## src/rtl/cache_port_arbiter_pkg.sv

```systemverilog
// Shared definitions for the cache port arbiter and the cache controller
// requesters that drive it.
package cache_port_arbiter_pkg;

  typedef enum logic {
    REQ_READ  = 1'b0,
    REQ_WRITE = 1'b1
  } req_type_e;

endpackage

```

## src/rtl/rr_arbiter.sv

```systemverilog
// Combinational round-robin picker: grants the first requester at or above
// ptr (wrapping), returning a one-hot grant and its encoded index.
module rr_arbiter #(
  parameter int N    = 4,
  parameter int LG_N = 2
) (
  input  logic [N-1:0]    req,
  input  logic [LG_N-1:0] ptr,
  input  logic            enable,
  output logic [N-1:0]    grant,
  output logic [LG_N-1:0] grant_idx
);

  // N is a power of two, so the LG_N-bit sum wraps modulo N for free.
  always_comb begin
    logic [LG_N-1:0] idx;
    logic            found;
    grant     = '0;
    grant_idx = '0;
    found     = 1'b0;
    idx       = '0;
    for (int k = 0; k < N; k++) begin
      idx = ptr + LG_N'(k);
      if (enable && !found && req[idx]) begin
        found      = 1'b1;
        grant[idx] = 1'b1;
        grant_idx  = idx;
      end
    end
  end

endmodule

```

## src/rtl/cache_port_arbiter.sv

```systemverilog
// Shares one cache SRAM port among NUM_REQ requesters with round-robin
// fairness; at most one read response is outstanding at a time.
module cache_port_arbiter
  import cache_port_arbiter_pkg::*;
#(
  parameter int NUM_REQ    = 4,
  parameter int LG_NUM_REQ = 2,
  parameter int WIDTH      = 128,
  parameter int LG_DEPTH   = 6
) (
  input  logic                        clk,
  input  logic                        rst_n,
  input  logic [NUM_REQ-1:0]          req_valid,
  output logic [NUM_REQ-1:0]          req_ready,
  input  logic [NUM_REQ-1:0]          req_write,
  input  logic [NUM_REQ*LG_DEPTH-1:0] req_addr,
  input  logic [NUM_REQ*WIDTH-1:0]    req_wdata,
  output logic                        resp_valid,
  input  logic                        resp_ready,
  output logic [LG_NUM_REQ-1:0]       resp_id,
  output logic [WIDTH-1:0]            resp_rdata,
  output logic                        ram_en,
  output logic                        ram_we,
  output logic [LG_DEPTH-1:0]         ram_addr,
  output logic [WIDTH-1:0]            ram_din,
  input  logic [WIDTH-1:0]            ram_dout
);

  logic [LG_NUM_REQ-1:0] rr_ptr_q, rr_ptr_d;
  logic                  resp_valid_q, resp_valid_d;
  logic [LG_NUM_REQ-1:0] resp_id_q, resp_id_d;

  logic                  can_issue;
  logic [NUM_REQ-1:0]    grant;
  logic [LG_NUM_REQ-1:0] grant_idx;
  logic                  grant_valid;
  logic                  grant_is_write;

  // Any SRAM access while a response is held would overwrite ram_dout, so
  // granting stops until the consumer takes it; nothing is granted in reset.
  assign can_issue = rst_n && (!resp_valid_q || resp_ready);

  rr_arbiter #(
    .N    (NUM_REQ),
    .LG_N (LG_NUM_REQ)
  ) u_rr_arbiter (
    .req       (req_valid),
    .ptr       (rr_ptr_q),
    .enable    (can_issue),
    .grant     (grant),
    .grant_idx (grant_idx)
  );

  assign grant_valid    = |grant;
  assign grant_is_write = req_type_e'(req_write[grant_idx]) == REQ_WRITE;

  always_comb begin
    req_ready = grant;
    ram_en    = grant_valid;
    ram_we    = 1'b0;
    ram_addr  = '0;
    ram_din   = '0;
    if (grant_valid) begin
      ram_we   = grant_is_write;
      ram_addr = req_addr[grant_idx*LG_DEPTH +: LG_DEPTH];
      ram_din  = req_wdata[grant_idx*WIDTH +: WIDTH];
    end
  end

  // A read granted in the same cycle a response is consumed keeps
  // resp_valid high and simply retags it with the new requester.
  always_comb begin
    rr_ptr_d     = rr_ptr_q;
    resp_valid_d = resp_valid_q;
    resp_id_d    = resp_id_q;
    if (grant_valid) begin
      rr_ptr_d = grant_idx + LG_NUM_REQ'(1);
    end
    if (grant_valid && !grant_is_write) begin
      resp_valid_d = 1'b1;
      resp_id_d    = grant_idx;
    end else if (resp_valid_q && resp_ready) begin
      resp_valid_d = 1'b0;
    end
  end

  always_ff @(posedge clk or negedge rst_n) begin
    if (!rst_n) begin
      rr_ptr_q     <= '0;
      resp_valid_q <= 1'b0;
      resp_id_q    <= '0;
    end else begin
      rr_ptr_q     <= rr_ptr_d;
      resp_valid_q <= resp_valid_d;
      resp_id_q    <= resp_id_d;
    end
  end

  assign resp_valid = resp_valid_q;
  assign resp_id    = resp_id_q;
  assign resp_rdata = ram_dout;

endmodule

```

## config.mk

```make
export PLATFORM = sky130hd
export DESIGN_NAME = cache_port_arbiter
export DESIGN_NICKNAME = d
export VERILOG_FILES = /design/src/rtl/cache_port_arbiter_pkg.sv /design/src/rtl/rr_arbiter.sv /design/src/rtl/cache_port_arbiter.sv
export SDC_FILE = /design/constraint.sdc
export NUM_CORES = 1
export LEC_CHECK = 0
export ABC_AREA = 1
export BUFFER_PORTS_ARGS = -buffer_cell sky130_fd_sc_hd__buf_2
export CORE_AREA = 8 8 364 366
export CTS_CLUSTER_SIZE = 16
export DETAILED_ROUTE_END_ITERATION = 8
export DIE_AREA = 0 0 372 374
export PLACE_DENSITY = 0.34
export SYNTH_ARGS = -nofsm -noshare
export SYNTH_HDL_FRONTEND = slang
export SYNTH_SLANG_ARGS = --single-unit
```

## constraint.sdc

```tcl
create_clock -name clk -period 3.48 [get_ports clk]
set_clock_uncertainty 0.2 [all_clocks]
set_input_delay 0.348 -clock clk [delete_from_list [all_inputs] [get_ports clk]]
set_output_delay 0.348 -clock clk [all_outputs]
set_load 0.02 [all_outputs]
```

==> impl_metrics.prom <==
# TYPE chip_impl_metric gauge
chip_impl_metric{name="detail_route.iter0.violations",unit=""} 614
chip_impl_metric{name="drc",unit=""} 0
chip_impl_metric{name="ys_ff_latch",unit=""} 5
chip_impl_metric{name="drt.antenna.violating_nets",unit=""} 0
chip_impl_info{name="critical_path_capture_point_type",value="output pin"} 1
chip_impl_info{name="criticalPathCategory",value="register to output pin"} 1
chip_impl_metric{name="ff2ff_setup_slack",unit="ns"} 0.82
chip_impl_metric{name="die_w",unit="um"} 372
chip_impl_info{name="ctsRootBufferMaster",value="clkbuf_16"} 1
chip_impl_metric{name="totalWireLength",unit="um"} 86200
chip_impl_metric{name="num-fill-cells",unit=""} 15224
chip_impl_metric{name="period_needed",unit="ns"} 3.37
chip_impl_metric{name="worstPathArrival",unit="ns"} 2.82
chip_impl_info{name="synth_area_leaders",value="a21oi_1 20%, inv_1 15%, o211ai_1 15%"} 1
chip_impl_metric{name="critical_path_peak_fanout",unit=""} 18
chip_impl_metric{name="drt-met1-wl",unit="um"} 33000
chip_impl_metric{name="count_of_distinct_cell_types_in_the_synthesized_netlist",unit=""} 26
chip_impl_metric{name="synth.cell_area",unit="mm^2"} 0.00683
chip_impl_metric{name="final_net_count",unit=""} 2520
chip_impl_metric{name="switchingPower",unit="W"} 0.00976
chip_impl_metric{name="slew_headroom",unit="%"} 66.6
chip_impl_metric{name="worst_slack",unit="ns"} 0.108
chip_impl_info{name="run_status",value="finished clean"} 1
chip_impl_metric{name="initial_utilization",unit="%"} 5.39
chip_impl_info{name="most_frequent_cells_in_the_layout",value="620 x buf_2, 273 x inv_1, 216 x a21oi_1, 172 x nand2_1, 134 x o211ai_1"} 1
chip_impl_metric{name="drt-vias-per-instance",unit=""} 3.19
chip_impl_info{name="largest_area_contributor_in_the_synthesized_netlist",value="a21oi_1"} 1
chip_impl_info{name="rsz0062_at_grt",value="true"} 1
chip_impl_metric{name="pwr_density_cell",unit="mW/mm^2"} 1270
chip_impl_metric{name="ir_drop_worst_case_vdd",unit="mV"} 0.587
chip_impl_info{name="top_layer_used",value="met5"} 1
chip_impl_metric{name="reg2regPathDepth",unit=""} 17
chip_impl_metric{name="antenna_found_initial",unit=""} 120
chip_impl_metric{name="synth_top_cell_area_share",unit="%"} 19.7
chip_impl_metric{name="clockPowerShare",unit="%"} 1.2
chip_impl_metric{name="gr-usage-all-layers",unit="%"} 11.1
chip_impl_metric{name="overflow",unit=""} 0
chip_impl_metric{name="core.rowCount",unit=""} 131
chip_impl_metric{name="share_seq_of_total_power",unit="%"} 0.6
chip_impl_metric{name="grt_pass1_vias",unit=""} 10891
chip_impl_metric{name="grt_start_max_net_pins",unit=""} 46
chip_impl_metric{name="comb_power_share",unit="%"} 98.2
chip_impl_metric{name="io_pins",unit=""} 946
chip_impl_metric{name="p_int",unit="W"} 0.00609
chip_impl_metric{name="grt_first_pass_wirelength",unit="um"} 105000
chip_impl_metric{name="layout_worst_path_cycle_share",unit="%"} 96.9
chip_impl_info{name="mostFrequentLayoutCell",value="buf_2"} 1
chip_impl_metric{name="power.share.switching",unit="%"} 61.6
chip_impl_metric{name="timing.final.setup_violations",unit=""} 0
chip_impl_metric{name="cts-buffers-inserted",unit=""} 3
chip_impl_metric{name="final_cells",unit=""} 3515
chip_impl_metric{name="gp_routability_congestion",unit=""} 0.827
chip_impl_metric{name="max_clock_freq",unit="MHz"} 297
chip_impl_metric{name="syn2layout_area_growth",unit="%"} 83.2
chip_impl_metric{name="wl_per_cell",unit="um"} 24.5
chip_impl_metric{name="worstSkewPairLatency",unit="ns"} 0.23
chip_impl_metric{name="drt_pre_antenna_iters",unit=""} 5
chip_impl_metric{name="synthCells",unit=""} 1276
chip_impl_metric{name="synth_warn",unit=""} 0
chip_impl_info{name="startpoint",value="rr_ptr_q[0]"} 1
chip_impl_metric{name="timing.final.hold_violations",unit=""} 0
chip_impl_metric{name="die-area",unit="mm^2"} 0.139
chip_impl_info{name="cp-start-kind",value="register"} 1
chip_impl_metric{name="place_worst_setup_slack",unit="ns"} 0.00326
chip_impl_metric{name="least_margin_pin_slew",unit="ns"} 0.499
chip_impl_metric{name="synthesis.area_per_instance",unit="um^2"} 5.35
chip_impl_info{name="tritoncts",value="done"} 1
chip_impl_metric{name="clkSinkCount",unit=""} 5
chip_impl_metric{name="die-height",unit="um"} 374
chip_impl_metric{name="p_leak",unit="nW"} 6.26
chip_impl_metric{name="cts.path.max_buffers",unit=""} 2
chip_impl_info{name="r2r_path_start",value="rr_ptr_q[0]"} 1
chip_impl_info{name="min-delay-path-class",value="input pin to register"} 1
chip_impl_metric{name="wl_met2",unit="um"} 39600
chip_impl_metric{name="cp_data_required_time",unit="ns"} 2.93
chip_impl_metric{name="placement.io_buffers",unit=""} 689
chip_impl_metric{name="mappedNetlistNets",unit=""} 1959
chip_impl_metric{name="cts.reportedPaths.clkPinSlew",unit="ns"} 0.03
chip_impl_metric{name="report.final.slew_viol_count",unit=""} 0
chip_impl_metric{name="core_region_area",unit="mm^2"} 0.127
chip_impl_metric{name="layout_cell_share_with_drive_strength_beyond_1",unit="%"} 47.1
chip_impl_metric{name="synth.yosys.seq_area_share",unit="%"} 1.83
chip_impl_metric{name="ctsHtreeMaxLevel",unit=""} 1
chip_impl_metric{name="placed_cells_incl_taps",unit=""} 3477
chip_impl_metric{name="dr_total_vias",unit=""} 11209
chip_impl_metric{name="hpwlAfterDp",unit="um"} 77700
chip_impl_info{name="critical_path.reg2reg.endpoint",value="rr_ptr_q[0]"} 1
chip_impl_metric{name="detailroute.wirelength.met3",unit="um"} 12000
chip_impl_metric{name="cap_viol_max_count",unit=""} 0
chip_impl_info{name="worstSetupEndpoint",value="ram_din[70]"} 1
==> power by group through the flow <==
stage	registers (W)	logic [W]	clock network, W
2_1_floorplan	0.000125	0.00842	0
3_3_place_gp	0.0000977	0.0135	0
3_5_place_dp	0.0000975	0.0134	0
4_1_cts	0.0000967	0.0137	0.000194
5_1_grt	0.000100	0.0169	0.000199
6_report	0.0000972	0.0156	0.000190
==> logic make-up after synthesis <==
| logic type | after synthesis | synth area share, % |
|---|---|---|
| buffers and inverters | 507 | 38.8 |
| adders and majority gates | 8 | 1.47 |
| AOI/OAI and AO/OA | 543 | 44.8 |
| DFF | 5 | 1.83 |
| xor gates and xnor gates | 1 | 0.128 |
| and+or+nand+nor | 212 | 12.9 |
==> per-layer routing <==
metal | vias up | track usage, %
li1 | 5211 | -
met1 | 4923 | 12.6
met2 | 853 | 18.7
met3 | 198 | 6.50
met4 | 24 | 0.809
met5 | - | 0.524
==> worst min path at each step <==
| stage | start | cells after the start | slack [ns] | endpoint |
|---|---|---|---|---|
| after floorplan | rst_n | 0 | -0.15 | resp_id[0] |
| after global placement | rst_n | 2 | 0.06 | resp_valid |
| after detailed placement | rst_n | 2 | 0.06 | resp_id[0] |
| after CTS | resp_ready | 2 | 0.1 | resp_valid |
| after global routing | resp_ready | 2 | 0.11 | resp_valid |
| final | resp_ready | 2 | 0.10 | resp_valid |
==> final cells by class <==
class	count	area [um^2]	share of cell area (%)
sequential	5	125	1.00
multi-input combinational	764	4320	34.6
clock buffer	4	78.8	0.630
timing repair buffer	787	4810	38.5
antenna	17	42.5	0.340
tap	1662	2080	16.6
inverter	276	1050	8.38
==> state kept, by name, summed over array words and instances, names as in the netlist <==
signal      cells
resp_id         2
resp_valid      1
rr_ptr_q        2
==> timing repair <==
item	CTS	global route
gates resized for setup	18	146
hold buffers	1	0
endpoints found under the hold margin	5	0
gates cloned	1	6
setup endpoints to repair	30	131
pin swaps	1	6
setup buffers	1	8
==> Yosys cell counts (all sizes together) <==
library cell	number
inv	276
a21oi	269
buf	221
nand2	183
o21ai	138
o211ai	134
nand3	16
clkbuf	10
ha	8
nor2	8
dfrtp	5
nand4	5
a21o	1
o21bai	1
xnor2	1
==> through the flow <==
step / utilization (%) / hold WS [ns] / power (W) / cell area (um^2) / TNS (ns)
final: 9.87 / 0.101 / 0.0158 / 12500 / 0
after global placement: 9.15 / 0.0616 / 0.0136 / 11600 / 0
after floorplan: - / -0.148 / 0.00855 / 6830 / 0
after detailed placement: 9.15 / 0.0635 / 0.0135 / 11600 / 0
after CTS: 9.30 / 0.100 / 0.0140 / 11800 / -0.0226
after global routing: 9.84 / 0.105 / 0.0172 / 12500 / -0.487
==> critical path, cell delays in order (launching register included) <==
cell,delay (ns)
dfrtp_1,0.38
inv_2,0.08
ha_4,0.22
inv_1,0.07
nand3_1,0.09
nand2_2,0.12
nand3_4,0.11
nor2_4,0.14
buf_4,0.14
nand2_1,0.05
nand4_1,0.14
nor2_1,0.08
nand2_2,0.13
clkinv_8,0.09
buf_16,0.16
buf_6,0.20
a21oi_1,0.12
buf_2,0.19
No activity file was read; power rests on OpenSTA's default activity.
